## src/rtl/mem_port_arbiter_if.sv

```systemverilog
// Bus bundle joining the fetch and load/store masters, the port arbiter and the memory macro.
interface mem_port_arbiter_if #(
    parameter int N = 32
);
    logic         i_req;
    logic [N-1:0] i_addr;
    logic         i_ack;
    logic [N-1:0] i_rdata;
    logic         d_req;
    logic         d_we;
    logic [N-1:0] d_addr;
    logic [N-1:0] d_wdata;
    logic         d_ack;
    logic [N-1:0] d_rdata;
    logic         err;
    logic         mem_en;
    logic         mem_we;
    logic [N-1:0] mem_addr;
    logic [N-1:0] mem_wdata;
    logic [N-1:0] mem_rdata;
    logic         mem_ready;
    logic         busy;

    modport slave (
        input  i_req, i_addr, d_req, d_we, d_addr, d_wdata, mem_rdata, mem_ready,
        output i_ack, i_rdata, d_ack, d_rdata, err, mem_en, mem_we, mem_addr, mem_wdata, busy
    );

    modport master (
        output i_req, i_addr, d_req, d_we, d_addr, d_wdata, mem_rdata, mem_ready,
        input  i_ack, i_rdata, d_ack, d_rdata, err, mem_en, mem_we, mem_addr, mem_wdata, busy
    );
endinterface

```

## src/rtl/mem_port_arbiter.sv

```systemverilog
// Round-robin arbiter sharing one single-port memory between instruction fetch and load/store,
// with variable memory latency and a bounded wait that aborts with err.
module mem_port_arbiter #(
    parameter int N       = 32,
    parameter int TIMEOUT = 16
) (
    input logic               clk,
    input logic               rst,
    mem_port_arbiter_if.slave bus
);
    localparam int            CW       = (TIMEOUT > 1) ? $clog2(TIMEOUT) : 1;
    localparam logic [CW-1:0] CNT_LAST = CW'((TIMEOUT > 0) ? TIMEOUT - 1 : 0);
    localparam logic          PORT_I   = 1'b0;
    localparam logic          PORT_D   = 1'b1;

    typedef enum logic [1:0] {
        IDLE   = 2'd0,
        ACCESS = 2'd1,
        RESP   = 2'd2
    } state_t;

    state_t        state_q, state_d;
    logic          owner_q, owner_d;
    logic          last_grant_q, last_grant_d;
    logic [CW-1:0] cnt_q, cnt_d;
    logic          err_q, err_d;
    logic          mem_we_q, mem_we_d;
    logic [N-1:0]  mem_addr_q, mem_addr_d;
    logic [N-1:0]  mem_wdata_q, mem_wdata_d;
    logic [N-1:0]  i_rdata_q, i_rdata_d;
    logic [N-1:0]  d_rdata_q, d_rdata_d;
    logic          grant, grant_port, timeout_hit;

    // On a tie the port that did not win last time is served.
    always_comb begin
        grant       = bus.i_req | bus.d_req;
        grant_port  = (bus.i_req && bus.d_req) ? ~last_grant_q : bus.d_req;
        timeout_hit = (TIMEOUT != 0) && (cnt_q == CNT_LAST);
    end

    always_ff @(posedge clk or negedge rst) begin
        if (!rst) state_q <= IDLE;
        else      state_q <= state_d;
    end

    always_comb begin
        state_d = state_q;
        case (state_q)
            IDLE:    if (grant) state_d = ACCESS;
            ACCESS:  if (bus.mem_ready || timeout_hit) state_d = RESP;
            RESP:    state_d = IDLE;
            default: state_d = IDLE;
        endcase
    end

    always_comb begin
        owner_d      = owner_q;
        last_grant_d = last_grant_q;
        cnt_d        = cnt_q;
        err_d        = err_q;
        mem_we_d     = mem_we_q;
        mem_addr_d   = mem_addr_q;
        mem_wdata_d  = mem_wdata_q;
        i_rdata_d    = i_rdata_q;
        d_rdata_d    = d_rdata_q;
        case (state_q)
            IDLE: begin
                if (grant) begin
                    owner_d      = grant_port;
                    last_grant_d = grant_port;
                    cnt_d        = '0;
                    if (grant_port == PORT_D) begin
                        mem_addr_d = bus.d_addr;
                        mem_we_d   = bus.d_we;
                        if (bus.d_we) mem_wdata_d = bus.d_wdata;
                    end else begin
                        mem_addr_d = bus.i_addr;
                        mem_we_d   = 1'b0;
                    end
                end
            end
            ACCESS: begin
                // A ready in the last allowed cycle still completes normally.
                if (bus.mem_ready) begin
                    err_d = 1'b0;
                    if (owner_q == PORT_I) i_rdata_d = bus.mem_rdata;
                    else if (!mem_we_q)    d_rdata_d = bus.mem_rdata;
                end else if (timeout_hit) begin
                    err_d = 1'b1;
                    if (owner_q == PORT_I) i_rdata_d = '0;
                    else                   d_rdata_d = '0;
                end else begin
                    cnt_d = cnt_q + CW'(1);
                end
            end
            default: ;
        endcase
    end

    always_ff @(posedge clk or negedge rst) begin
        if (!rst) begin
            owner_q      <= PORT_I;
            last_grant_q <= PORT_D;
            cnt_q        <= '0;
            err_q        <= 1'b0;
            mem_we_q     <= 1'b0;
            mem_addr_q   <= '0;
            mem_wdata_q  <= '0;
            i_rdata_q    <= '0;
            d_rdata_q    <= '0;
        end else begin
            owner_q      <= owner_d;
            last_grant_q <= last_grant_d;
            cnt_q        <= cnt_d;
            err_q        <= err_d;
            mem_we_q     <= mem_we_d;
            mem_addr_q   <= mem_addr_d;
            mem_wdata_q  <= mem_wdata_d;
            i_rdata_q    <= i_rdata_d;
            d_rdata_q    <= d_rdata_d;
        end
    end

    // Strobes decode from state alone so an async reset drops them at once.
    always_comb begin
        bus.mem_en    = (state_q == ACCESS);
        bus.mem_we    = (state_q == ACCESS) && mem_we_q;
        bus.i_ack     = (state_q == RESP) && (owner_q == PORT_I);
        bus.d_ack     = (state_q == RESP) && (owner_q == PORT_D);
        bus.err       = (state_q == RESP) && err_q;
        bus.busy      = (state_q != IDLE);
        bus.mem_addr  = mem_addr_q;
        bus.mem_wdata = mem_wdata_q;
        bus.i_rdata   = i_rdata_q;
        bus.d_rdata   = d_rdata_q;
    end
endmodule
```

## src/flat_wrapper.sv

```systemverilog
// flat-port wrapper written by rule: the top's interface ports become plain ports
module mem_port_arbiter_flat 
#(
    parameter int N       = 32,
    parameter int TIMEOUT = 16
)
  (clk, rst, bus_i_req, bus_i_addr, bus_d_req, bus_d_we, bus_d_addr, bus_d_wdata, bus_mem_rdata, bus_mem_ready, bus_i_ack, bus_i_rdata, bus_d_ack, bus_d_rdata, bus_err, bus_mem_en, bus_mem_we, bus_mem_addr, bus_mem_wdata, bus_busy);
  mem_port_arbiter_if #(.N(N)) bus_i ();
  input logic clk;
  input logic rst;
  input wire logic [$bits(bus_i.i_req)-1:0] bus_i_req;
  input wire logic [$bits(bus_i.i_addr)-1:0] bus_i_addr;
  input wire logic [$bits(bus_i.d_req)-1:0] bus_d_req;
  input wire logic [$bits(bus_i.d_we)-1:0] bus_d_we;
  input wire logic [$bits(bus_i.d_addr)-1:0] bus_d_addr;
  input wire logic [$bits(bus_i.d_wdata)-1:0] bus_d_wdata;
  input wire logic [$bits(bus_i.mem_rdata)-1:0] bus_mem_rdata;
  input wire logic [$bits(bus_i.mem_ready)-1:0] bus_mem_ready;
  output wire logic [$bits(bus_i.i_ack)-1:0] bus_i_ack;
  output wire logic [$bits(bus_i.i_rdata)-1:0] bus_i_rdata;
  output wire logic [$bits(bus_i.d_ack)-1:0] bus_d_ack;
  output wire logic [$bits(bus_i.d_rdata)-1:0] bus_d_rdata;
  output wire logic [$bits(bus_i.err)-1:0] bus_err;
  output wire logic [$bits(bus_i.mem_en)-1:0] bus_mem_en;
  output wire logic [$bits(bus_i.mem_we)-1:0] bus_mem_we;
  output wire logic [$bits(bus_i.mem_addr)-1:0] bus_mem_addr;
  output wire logic [$bits(bus_i.mem_wdata)-1:0] bus_mem_wdata;
  output wire logic [$bits(bus_i.busy)-1:0] bus_busy;
  assign bus_i.i_req = bus_i_req;
  assign bus_i.i_addr = bus_i_addr;
  assign bus_i.d_req = bus_d_req;
  assign bus_i.d_we = bus_d_we;
  assign bus_i.d_addr = bus_d_addr;
  assign bus_i.d_wdata = bus_d_wdata;
  assign bus_i.mem_rdata = bus_mem_rdata;
  assign bus_i.mem_ready = bus_mem_ready;
  assign bus_i_ack = bus_i.i_ack;
  assign bus_i_rdata = bus_i.i_rdata;
  assign bus_d_ack = bus_i.d_ack;
  assign bus_d_rdata = bus_i.d_rdata;
  assign bus_err = bus_i.err;
  assign bus_mem_en = bus_i.mem_en;
  assign bus_mem_we = bus_i.mem_we;
  assign bus_mem_addr = bus_i.mem_addr;
  assign bus_mem_wdata = bus_i.mem_wdata;
  assign bus_busy = bus_i.busy;
  mem_port_arbiter #(.N(N), .TIMEOUT(TIMEOUT)) u_core (.clk(clk), .rst(rst), .bus(bus_i));
endmodule
```

## config.mk

```make
export PLATFORM = sky130hd
export DESIGN_NAME = mem_port_arbiter_flat
export DESIGN_NICKNAME = d
export VERILOG_FILES = /design/src/rtl/mem_port_arbiter_if.sv /design/src/rtl/mem_port_arbiter.sv /design/src/flat_wrapper.sv
export SDC_FILE = /design/constraint.sdc
export NUM_CORES = 1
export LEC_CHECK = 0
export BUFFER_PORTS_ARGS = -buffer_cell sky130_fd_sc_hd__buf_2
export CORE_MARGIN = 10
export CORE_UTILIZATION = 35
export DETAILED_ROUTE_END_ITERATION = 8
export PLACE_DENSITY = 0.61
export SLEW_MARGIN = 20
export SYNTH_ARGS = -nofsm -noshare
export SYNTH_HDL_FRONTEND = slang
export SYNTH_SLANG_ARGS = --single-unit
```

## constraint.sdc

```tcl
create_clock -name clk -period 1.4 [get_ports clk]
set_input_delay 0.21 -clock clk [delete_from_list [all_inputs] [get_ports clk]]
set_output_delay 0.21 -clock clk [all_outputs]
set_load 0.01 [all_outputs]
```

==> results of run 1 <==
registers in the layout, summed over array words and instances, names as in the netlist:
| signal | count |
|---|---|
| u_core.state_q | 2 |
| u_core.bus.i_rdata | 32 |
| u_core.err_q | 1 |
| u_core.bus.mem_wdata | 32 |
| u_core.cnt_q | 4 |
| u_core.bus.mem_addr | 32 |
| u_core.owner_q | 1 |
| u_core.mem_we_q | 1 |
| u_core.last_grant_q | 1 |
| u_core.bus.d_rdata | 32 |
layer usage:
metal  track usage [%]  vias up  wire (um)
li1                  -     2289          -
met1              18.2     2375       7360
met2              27.5      208       9980
met3              8.06       23       1800
met4              5.95        2        346
met5                 0        -         20
worst register-to-register path, cell delays in order (launching register included):
cell and delay, ps:
dfrtp_2 420, buf_4 150, nor2_4 140, buf_6 140
o21ai_4 90, and3_1 190, a311o_1 280
kinds of logic (layout without fill, tap and decap cells):
kind of cell,count (synthesis),count (layout),share of synthesized area (%)
flip-flops,138,138,60.5
buffers and inverters,36,357,3.20
other,0,1,0
AND/OR/NAND/NOR,120,120,9.13
AO/OA/AOI/OAI,111,111,13.0
adder cells (fa/ha/maj),1,1,0.219
multiplexers,65,65,14.0
cell type report:
cell class                      count  area share [%]
Tap cell                          216            3.07
Clock buffer                       25            5.62
Timing Repair Buffer              323            24.7
Inverter                            2           0.114
Antenna cell                        1          0.0284
Sequential cell                   138            39.2
Clock inverter                      7           0.469
Multi-Input combinational cell    297            26.7
cell usage in the layout (no fill, tap or decap), types with 5 or more instances in the layout:
cell type	synthesis	final
nand2_4	0	10
clkinv_2	0	5
o21ai_2	1	21
mux2_4	29	29
nand2_2	0	20
mux2i_1	33	32
buf_6	3	14
buf_2	8	261
nand2_1	104	74
o21ai_1	0	39
clkbuf_16	0	22
o21ai_0	66	6
a32o_1	32	31
dfrtp_1	137	135
buf_12	0	16
buf_4	4	20
report_power, final:
group | total, mW | internal (mW) | switching [mW]
logic | 8.96 | 4.54 | 4.42
clock network | 4.08 | 2.44 | 1.64
registers | 7.23 | 5.96 | 1.27
synth_stat cells:
| cell | n |
|---|---|
| a21boi_1 | 1 |
| a31o_2 | 1 |
| a21oi_1 | 4 |
| o31ai_1 | 1 |
| nand2_1 | 104 |
| o21ai_0 | 66 |
| inv_1 | 1 |
| nand3_1 | 1 |
| inv_2 | 1 |
| mux2i_1 | 33 |
| nor3b_1 | 1 |
| dfrtp_1 | 137 |
| nand2b_2 | 1 |
| o21ai_2 | 1 |
| a32o_1 | 32 |
| nor4b_1 | 1 |
| nand3_4 | 1 |
| and2_1 | 1 |
| nor2_4 | 1 |
| clkbuf_1 | 18 |
| nor2_1 | 4 |
| a31oi_1 | 2 |
| and3b_1 | 2 |
| and3_1 | 1 |
| a22o_1 | 1 |
| buf_2 | 8 |
| a311oi_1 | 1 |
| mux2_2 | 3 |
| nor2_2 | 1 |
| nand4_4 | 1 |
| ha_1 | 1 |
| dfstp_2 | 1 |
| mux2_4 | 29 |
| buf_6 | 3 |
| a311o_1 | 1 |
| buf_1 | 1 |
| buf_4 | 4 |
what timing repair did:
item | 4_1_cts | 5_1_grt
endpoints found under the setup margin | 82 | 139
hold buffers | 2 | 0
cloned | 5 | 9
hold endpoints to repair | 36 | 0
gates resized for setup | 48 | 124
setup buffers | 12 | 3
pin swaps | 17 | 23
through the flow:
stage,instance area (sq um),TNS (ps)
finish,8810,-8430
global route,8810,-14680
CTS,8430,-6680
detailed placement,7530,-2890
global placement,7530,-809
floorplan,5740,-621
how the worst min path moves through the flow:
stage | startpoint | end | slack [ps]
after floorplan | rst | u_core.bus.d_rdata[0]$_DFFE_PN0P_ | -90
after global placement | rst | u_core.bus.mem_addr[1]$_DFFE_PN0P_ | 100
after detailed placement | rst | u_core.bus.mem_addr[1]$_DFFE_PN0P_ | 110
after CTS | bus_d_wdata[28] | u_core.bus.mem_wdata[28]$_DFFE_PN0P_ | 0.8
after global routing | bus_d_wdata[13] | u_core.bus.mem_wdata[13]$_DFFE_PN0P_ | 6
final | bus_d_wdata[1] | u_core.bus.mem_wdata[1]$_DFFE_PN0P_ | 30
==> summary.txt, run 1 <==
Synth
  • Post-synthesis cell type count: 37
  • Synthesized flop and latch total: 138
  • Syn avg cell area: 12.1 sq um
  • Syn Std Cell Area: 5710 sq um
  • Post-Syn Instances: 471
  • Dominant cells by area after synthesis: dfrtp_1, mux2_4, nand2_1
  • Largest area contributor in the netlist: dfrtp_1
  • Share of the synthesized area in the top cell type: 60.0%
  • Synth warnings: 0
  • Mapped Nets: 606
  • Sequential share of the synthesized area: 60.5%

Finish
  • Filler instances: 1,359
  • Fin cells: 1,009
  • Nets: 914
  • Area growth syn-to-layout: 54.2%
  • Sequential Area: 3460 sq um
  • Multi-input gate area: 2350 sq um
  • Share of cells above drive strength 1: 57.1%
  • Post-Route Utilization: 55.3%

CTS
  • Total CTS buffers: 17
  • CTS clock-pin slew for the worst setup and hold paths: 60 ps
  • CTS Buffer Depth: 2
  • CTS tree: yes
  • CTS Root Cell: clkbuf_16
  • Clock Latency Late Sink: 410 ps
  • Clock Sinks: 138
  • H-tree Lvls: 4

Die
  • Die Span Y: 148 um
  • Core Area: 15,900 sq um
  • I/O pin cnt: 268
  • Row cnt: 46
  • Die width: 148 um
  • Initial Utilization: 35.8%
  • DIE AREA: 21,800 sq um

Detailed routing
  • Via-to-Cell Ratio: 4.85
  • Drt pass-1 iters: 4
  • Wire length per cell: 19.3 um
  • Remaining antenna violation count: 0
  • Iteration-0 DRC Markers: 214
  • Routed WL: 19,500 um
  • DR vias: 4,897
  • DRC violations left: 0

Critical path
  • Worst R2R Start: u_core.state_q[1]$_DFFE_PN0P_
  • CP arrival: 1320 ps
  • CP startpoint kind: flop
  • R2r setup slk: -130 ps
  • Critical-path cell list: nand2b_4, inv_4, and2_4, buf_6
  • Crit path launch: u_core.state_q[1]$_DFFE_PN0P_
  • Worst EP required: 1190 ps
  • Crit path capture type: output pin
  • CP peak stage delay: 420 ps
  • WP buf/inv: 2
  • Worst Path Max Fanout: 4
  • R2R Path End: u_core.cnt_q[3]$_DFFE_PN0P_
  • WP depth: 4
  • Critical-path top delay cell: dfrtp_2
  • Worst Reg2Reg Path Length in Cells: 6
  • Setup CP Type: reg2out
  • Critical Path Sink: bus_mem_we
  • Crit-path leading delay family: flip-flops

Timing
  • Min Clock Period, post-route: 1530 ps
  • Layout Skew: 6.83 ps
  • Tcrit/Tclk final: 110%
  • Max frequency: 652 MHz
  • RSZ-0062 raised after global routing: yes
  • Min Hold Slack: 25.8 ps
  • Worst-margin pin slew: 295 ps
  • Post-route setup slack: -134 ps
  • Max-slew headroom: 80.4%
  • Setup violations, final: 128
  • Final hold vios: 0
  • Max Slew Vio Count: 0

Placed design
  • DP HPWL: 13,500 um
  • Buffers added on ports: 267
  • Post-Place Cells: 949
  • DP Worst Slack: -104 ps
  • GPL Wtd Cong: 0.800

GRT
  • First-pass GRT wire length: 28,900 um
  • Vias in the first global route: 5,316
  • Total GRT Usage: 16.6%
  • Grt ovf: 0
  • Initial antenna violation count: 2
  • Largest net degree at the start of global routing: 67

Min path
  • Worst hold-check path type: in2reg
  • Hold path depth: 2

Pwr
  • Peak supply drop: 0.996 mV
  • PD cells: 2300 nW/um^2
  • Final Total Pwr: 20.3 mW
  • Leak: 4.54 nW

Run
  • MaxCap Viol Count: 0

Outcome
  • Status: finished, violations left
  • Failing checks: negative setup slack
No activity file was read; power rests on OpenSTA's default activity.
==> run 2, diff against run 1 <==
--- a/config.mk
+++ b/config.mk
@@ -5,6 +5,7 @@
 export SDC_FILE = /design/constraint.sdc
 export NUM_CORES = 1
 export LEC_CHECK = 0
+export ABC_AREA = 1
 export BUFFER_PORTS_ARGS = -buffer_cell sky130_fd_sc_hd__buf_2
 export CORE_MARGIN = 10
 export CORE_UTILIZATION = 35
==> run 2 against run 1 <==
Effect of this change: the flow still finishes with violations (negative setup slack); largest power group unchanged; register-to-register slack about the same; wire length is 12% higher; critical path type is now reg2reg; sequential share of layout area decreased by 4.0 points; final area is 11% higher; cell count rose by 22%; setup slack lost 0.86 ps; maximum frequency about the same; clock-buffer cell count down 6; total power rose by 8.7%; non-clock buffer count increased by 38.
==> summary.txt, run 2 <==
Finish
  • Sequential Area: 3460 sq um (about the same)
  • Filler instances: 1,397 (was 1,359)
  • Final instance area: 9800 sq um (was 8810 sq um)
  • N_diodes: 0 (was 1)
  • Share of cells above drive strength 1: 48.9% (was 57.1%)
  • Fin cells: 1,230 (was 1,009)
  • Commonest non-fill, non-tap cells in the layout: buf_2, nand2_1, dfrtp_1 (was buf_2, dfrtp_1, nand2_1)
  • Area growth syn-to-layout: 66.4% (was 54.2%)
  • Commonest non-fill, non-tap cell in the layout: buf_2 (unchanged)
  • Nets: 1,132 (was 914)
  • Multi-input gate area: 2570 sq um (was 2350 sq um)

Detailed routing
  • Drt pass-1 iters: 5 (was 4)
  • Wire length per cell: 17.8 um (was 19.3 um)
  • Iteration-0 DRC Markers: 220 (was 214)
  • Via-to-Cell Ratio: 4.66 (was 4.85)
  • DRC violations left: 0 (unchanged)
  • DR vias: 5,730 (was 4,897)
  • Routed WL: 21,900 um (was 19,500 um)
  • Remaining antenna violation count: 0 (unchanged)

Min path
  • Hold path startpoint: bus_d_addr[14] (was bus_d_wdata[1])
  • Endpoint with the worst hold slack: u_core.bus.mem_addr[14]$_DFFE_PN0P_ (was u_core.bus.mem_wdata[1]$_DFFE_PN0P_)
  • Worst hold-check path type: in2reg (unchanged)
  • Hold path depth: 3 (was 2)

Die
  • I/O pin cnt: 268 (unchanged)
  • Initial Utilization: 35.6% (was 35.8%)
  • Die Span Y: 150 um (was 148 um)
  • Core Area: 16,500 sq um (was 15,900 sq um)
  • Row cnt: 47 (was 46)
  • DIE AREA: 22,400 sq um (was 21,800 sq um)
  • Die width: 150 um (was 148 um)

Pwr
  • Comb pwr share: 44.3% (was 44.2%)
  • P_sw: 8.48 mW (was 7.33 mW)
  • Reg power frac: 33.9% (was 35.7%)
  • Final Total Pwr: 22.0 mW (was 20.3 mW)
  • Peak supply drop: 0.964 mV (was 0.996 mV)
  • Leak: 5.28 nW (was 4.54 nW)
  • Clk network pwr share: 21.8% (was 20.1%)
  • Internal Power: 13.5 mW (was 12.9 mW)
  • Switching share of power: 38.5% (was 36.2%)
  • PD cells: 2250 nW/um^2 (was 2300 nW/um^2)

GRT
  • M2 GR Usage: 26.2% (was 27.5%)
  • Initial antenna violation count: 0 (was 2)
  • First-pass GRT wire length: 30,000 um (was 28,900 um)
  • Grt ovf: 0 (unchanged)
  • Largest net degree at the start of global routing: 55 (was 67)
  • Total GRT Usage: 16.7% (was 16.6%)
  • Busiest grt layer: met2 (unchanged)
  • Met3 usage: 7.37% (was 8.06%)
  • Vias in the first global route: 5,613 (was 5,316)
  • Met1 usage: 20.4% (was 18.2%)

Synth
  • Synth warnings: 0 (unchanged)
  • Adder-Cell Fraction of Synth Area: 0.212% (was 0.219%)
  • Synth top cells by count: nand2_1, dfrtp_1, inv_1, o21ai_1, o211ai_1 (was dfrtp_1, nand2_1, o21ai_0, mux2i_1, a32o_1)
  • Async S/R FF share, synth: 100% (unchanged)
  • Compound-Gate Fraction of Synth Area: 11.3% (was 13.0%)
  • Share of the synthesized area in the top cell type: 58.2% (was 60.0%)
  • Ys flop type: dfrtp_1 (unchanged)
  • Cell with the most instances after synthesis: nand2_1 (was dfrtp_1)
  • Mapped Nets: 787 (was 606)
  • Mux share of post-synthesis cell area: 0% (was 14.0%)
  • Largest area contributor in the netlist: dfrtp_1 (unchanged)
  • Post-Syn Instances: 652 (was 471)
  • Synthesized flop and latch total: 138 (unchanged)
  • Sequential share of the synthesized area: 58.7% (was 60.5%)
  • Post-synthesis cell type count: 22 (was 37)
  • Syn Std Cell Area: 5890 sq um (was 5710 sq um)
  • Largest family of logic cells by synthesized area: simple AND/OR/NAND/NOR gates (was multiplexers)
  • Simple-gate share of the synthesized area: 22.3% (was 9.13%)
  • Dominant cells by area after synthesis: dfrtp_1, nand2_1, o211ai_1 (was dfrtp_1, mux2_4, nand2_1)
  • Post-synth EDFFs: 0 (unchanged)
  • Syn avg cell area: 9.03 sq um (was 12.1 sq um)
  • Synth Area in XOR/XNOR: 0.149% (was 0%)

Critical path
  • CP arrival: 1830 ps (was 1320 ps)
  • CP peak stage delay: 390 ps (was 420 ps)
  • R2r setup slk: -130 ps (about the same)
  • Worst EP required: 1700 ps (was 1190 ps)
  • Critical-path cell list: ha_4, nand3_4, nand2_4, buf_6, nand3_4, clkbuf_16, nand2_2, o21ai_2 (was nand2b_4, inv_4, and2_4, buf_6)
  • Most frequent CP cell: nand3_4
  • WP buf/inv: 2 (unchanged)
  • Worst R2R Start: u_core.cnt_q[0]$_DFFE_PN0P_ (was u_core.state_q[1]$_DFFE_PN0P_)
  • Worst Path Max Fanout: 7 (was 4)
  • Crit path capture type: flop (was output pin)
  • Worst Reg2Reg Path Length in Cells: 8 (was 6)
  • R2R Path End: u_core.bus.i_rdata[1]$_DFFE_PN0P_ (was u_core.cnt_q[3]$_DFFE_PN0P_)
  • Setup CP Type: reg2reg (was reg2out)
  • CP startpoint kind: flop (unchanged)
  • Crit-path leading delay family: simple AND/OR/NAND/NOR gates (was flip-flops)
  • Critical-path top delay cell: dfrtp_1 (was dfrtp_2)
  • WP depth: 8 (was 4)

CTS
  • CTS Buffer Depth: 2 (unchanged)
  • H-tree Lvls: 4 (unchanged)
  • Clock Latency Late Sink: 410 ps (about the same)
  • Clock Sinks: 138 (unchanged)
  • CTS clock-pin slew for the worst setup and hold paths: 60 ps (about the same)
  • CTS Root Cell: clkbuf_16 (unchanged)
  • CTS tree: yes (unchanged)
  • Total CTS buffers: 17 (unchanged)

Placed design
  • DP Worst Slack: 31.3 ps (was -104 ps)
  • Dpl cell area: 7590 sq um (was 7530 sq um)
  • Buffers added on ports: 267 (unchanged)
  • DP HPWL: 13,500 um (about the same)
  • Post-Place Cells: 1,129 (was 949)
  • GPL Wtd Cong: 0.766 (was 0.800)

Timing
  • Min Hold Slack: 39.3 ps (was 25.8 ps)
  • Final hold vios: 0 (unchanged)
  • Setup violations, final: 70 (was 128)
  • Post-route setup slack: -135 ps (was -134 ps)
  • RSZ-0062 raised after global routing: yes (unchanged)
  • Tcrit/Tclk final: 110% (about the same)
  • Max Slew Vio Count: 0 (unchanged)
  • Worst-margin pin slew: 456 ps (was 295 ps)
  • Layout Skew: 7.60 ps (was 6.83 ps)
  • Min Clock Period, post-route: 1530 ps (about the same)
  • Max frequency: 652 MHz (about the same)
  • Max-slew headroom: 69.6% (was 80.4%)

Outcome
  • Status: finished, violations left (unchanged)
  • Failing checks: negative setup slack (unchanged)

Run
  • MaxCap Viol Count: 0 (unchanged)
run 2: cell types whose count changed after synthesis, moves of 9 or more:
cell | previous run | this run
o21ai_0 | 66 | 2
o21ai_2 | 1 | 23
mux2_4 | 29 | 0
clkbuf_1 | 18 | 9
a32o_1 | 32 | 0
o211ai_1 | 0 | 32
buf_6 | 3 | 15
inv_1 | 1 | 43
mux2i_1 | 33 | 0
nand2_1 | 104 | 305
o21ai_1 | 0 | 41
run 2: tightest hold or removal path, stage by stage:
cell and delay [ps]:
buf_2 70, o211ai_1 80, nand2_1 60
run 2: kinds of logic (layout without fill, tap and decap cells):
logic type,count (synthesis),in the layout
buf+inv,81,438
xor+xnor,1,1
compound gates,100,100
fa+ha+maj,1,1
simple gates,331,332
flops,138,138
run 2: area by class of cell:
type / count / area share [%]
inverters: 45 / 1.75
well taps: 220 / 2.81
clock buffers: 19 / 4.42
repair buffers: 361 / 27.5
clock inverters: 13 / 1.95
multi-input cells: 434 / 26.3
flip-flops and latches: 138 / 35.3
run 2: timing repair:
| item | in CTS | in global routing |
|---|---|---|
| resized for setup | 8 | 166 |
| setup buffers | 2 | 9 |
| hold buffers | 33 | 0 |
| setup endpoints to repair | 7 | 108 |
| pin swaps | 2 | 12 |
| endpoints found under the hold margin | 65 | 0 |
| gates cloned | 2 | 23 |
run 2: layer usage:
| metal | wire length (um) | share of wire (%) |
|---|---|---|
| met1 | 8860 | 40 |
| met2 | 10600 | 49 |
| met3 | 2100 | 9.6 |
| met4 | 280 | 1.3 |
| met5 | 0 | 0 |
run 2: worst max-delay path by stage:
stage | startpoint | endpoint | slack (ps)
6_report | u_core.cnt_q[0]$_DFFE_PN0P_ | u_core.bus.i_rdata[1]$_DFFE_PN0P_ | -130
2_1_floorplan | u_core.cnt_q[0]$_DFFE_PN0P_ | u_core.bus.d_rdata[23]$_DFFE_PN0P_ | 80
5_1_grt | u_core.cnt_q[1]$_DFFE_PN0P_ | u_core.bus.i_rdata[9]$_DFFE_PN0P_ | -200
3_5_place_dp | u_core.cnt_q[0]$_DFFE_PN0P_ | u_core.bus.d_rdata[17]$_DFFE_PN0P_ | 30
4_1_cts | u_core.state_q[0]$_DFFE_PN0P_ | bus_mem_we | -120
3_3_place_gp | u_core.state_q[1]$_DFFE_PN0P_ | u_core.cnt_q[2]$_DFFE_PN0P_ | 60
run 2: through the flow:
| stage | setup TNS [ps] | util (%) |
|---|---|---|
| 2_1_floorplan | 0 | - |
| 3_3_place_gp | 0 | 45.9 |
| 3_5_place_dp | 0 | 45.9 |
| 4_1_cts | -1960 | 52.3 |
| 5_1_grt | -10380 | 59.3 |
| 6_report | -5150 | 59.3 |
run 2: power groups by stage:
stage	clock, mW	combinational [mW]	sequential [mW]
6_report	4.80	9.77	7.46
5_1_grt	5.11	10.7	7.69
4_1_cts	4.88	7.74	7.02
3_5_place_dp	0	7.45	7.01
3_3_place_gp	0	7.29	7.03
2_1_floorplan	0	3.17	7.83
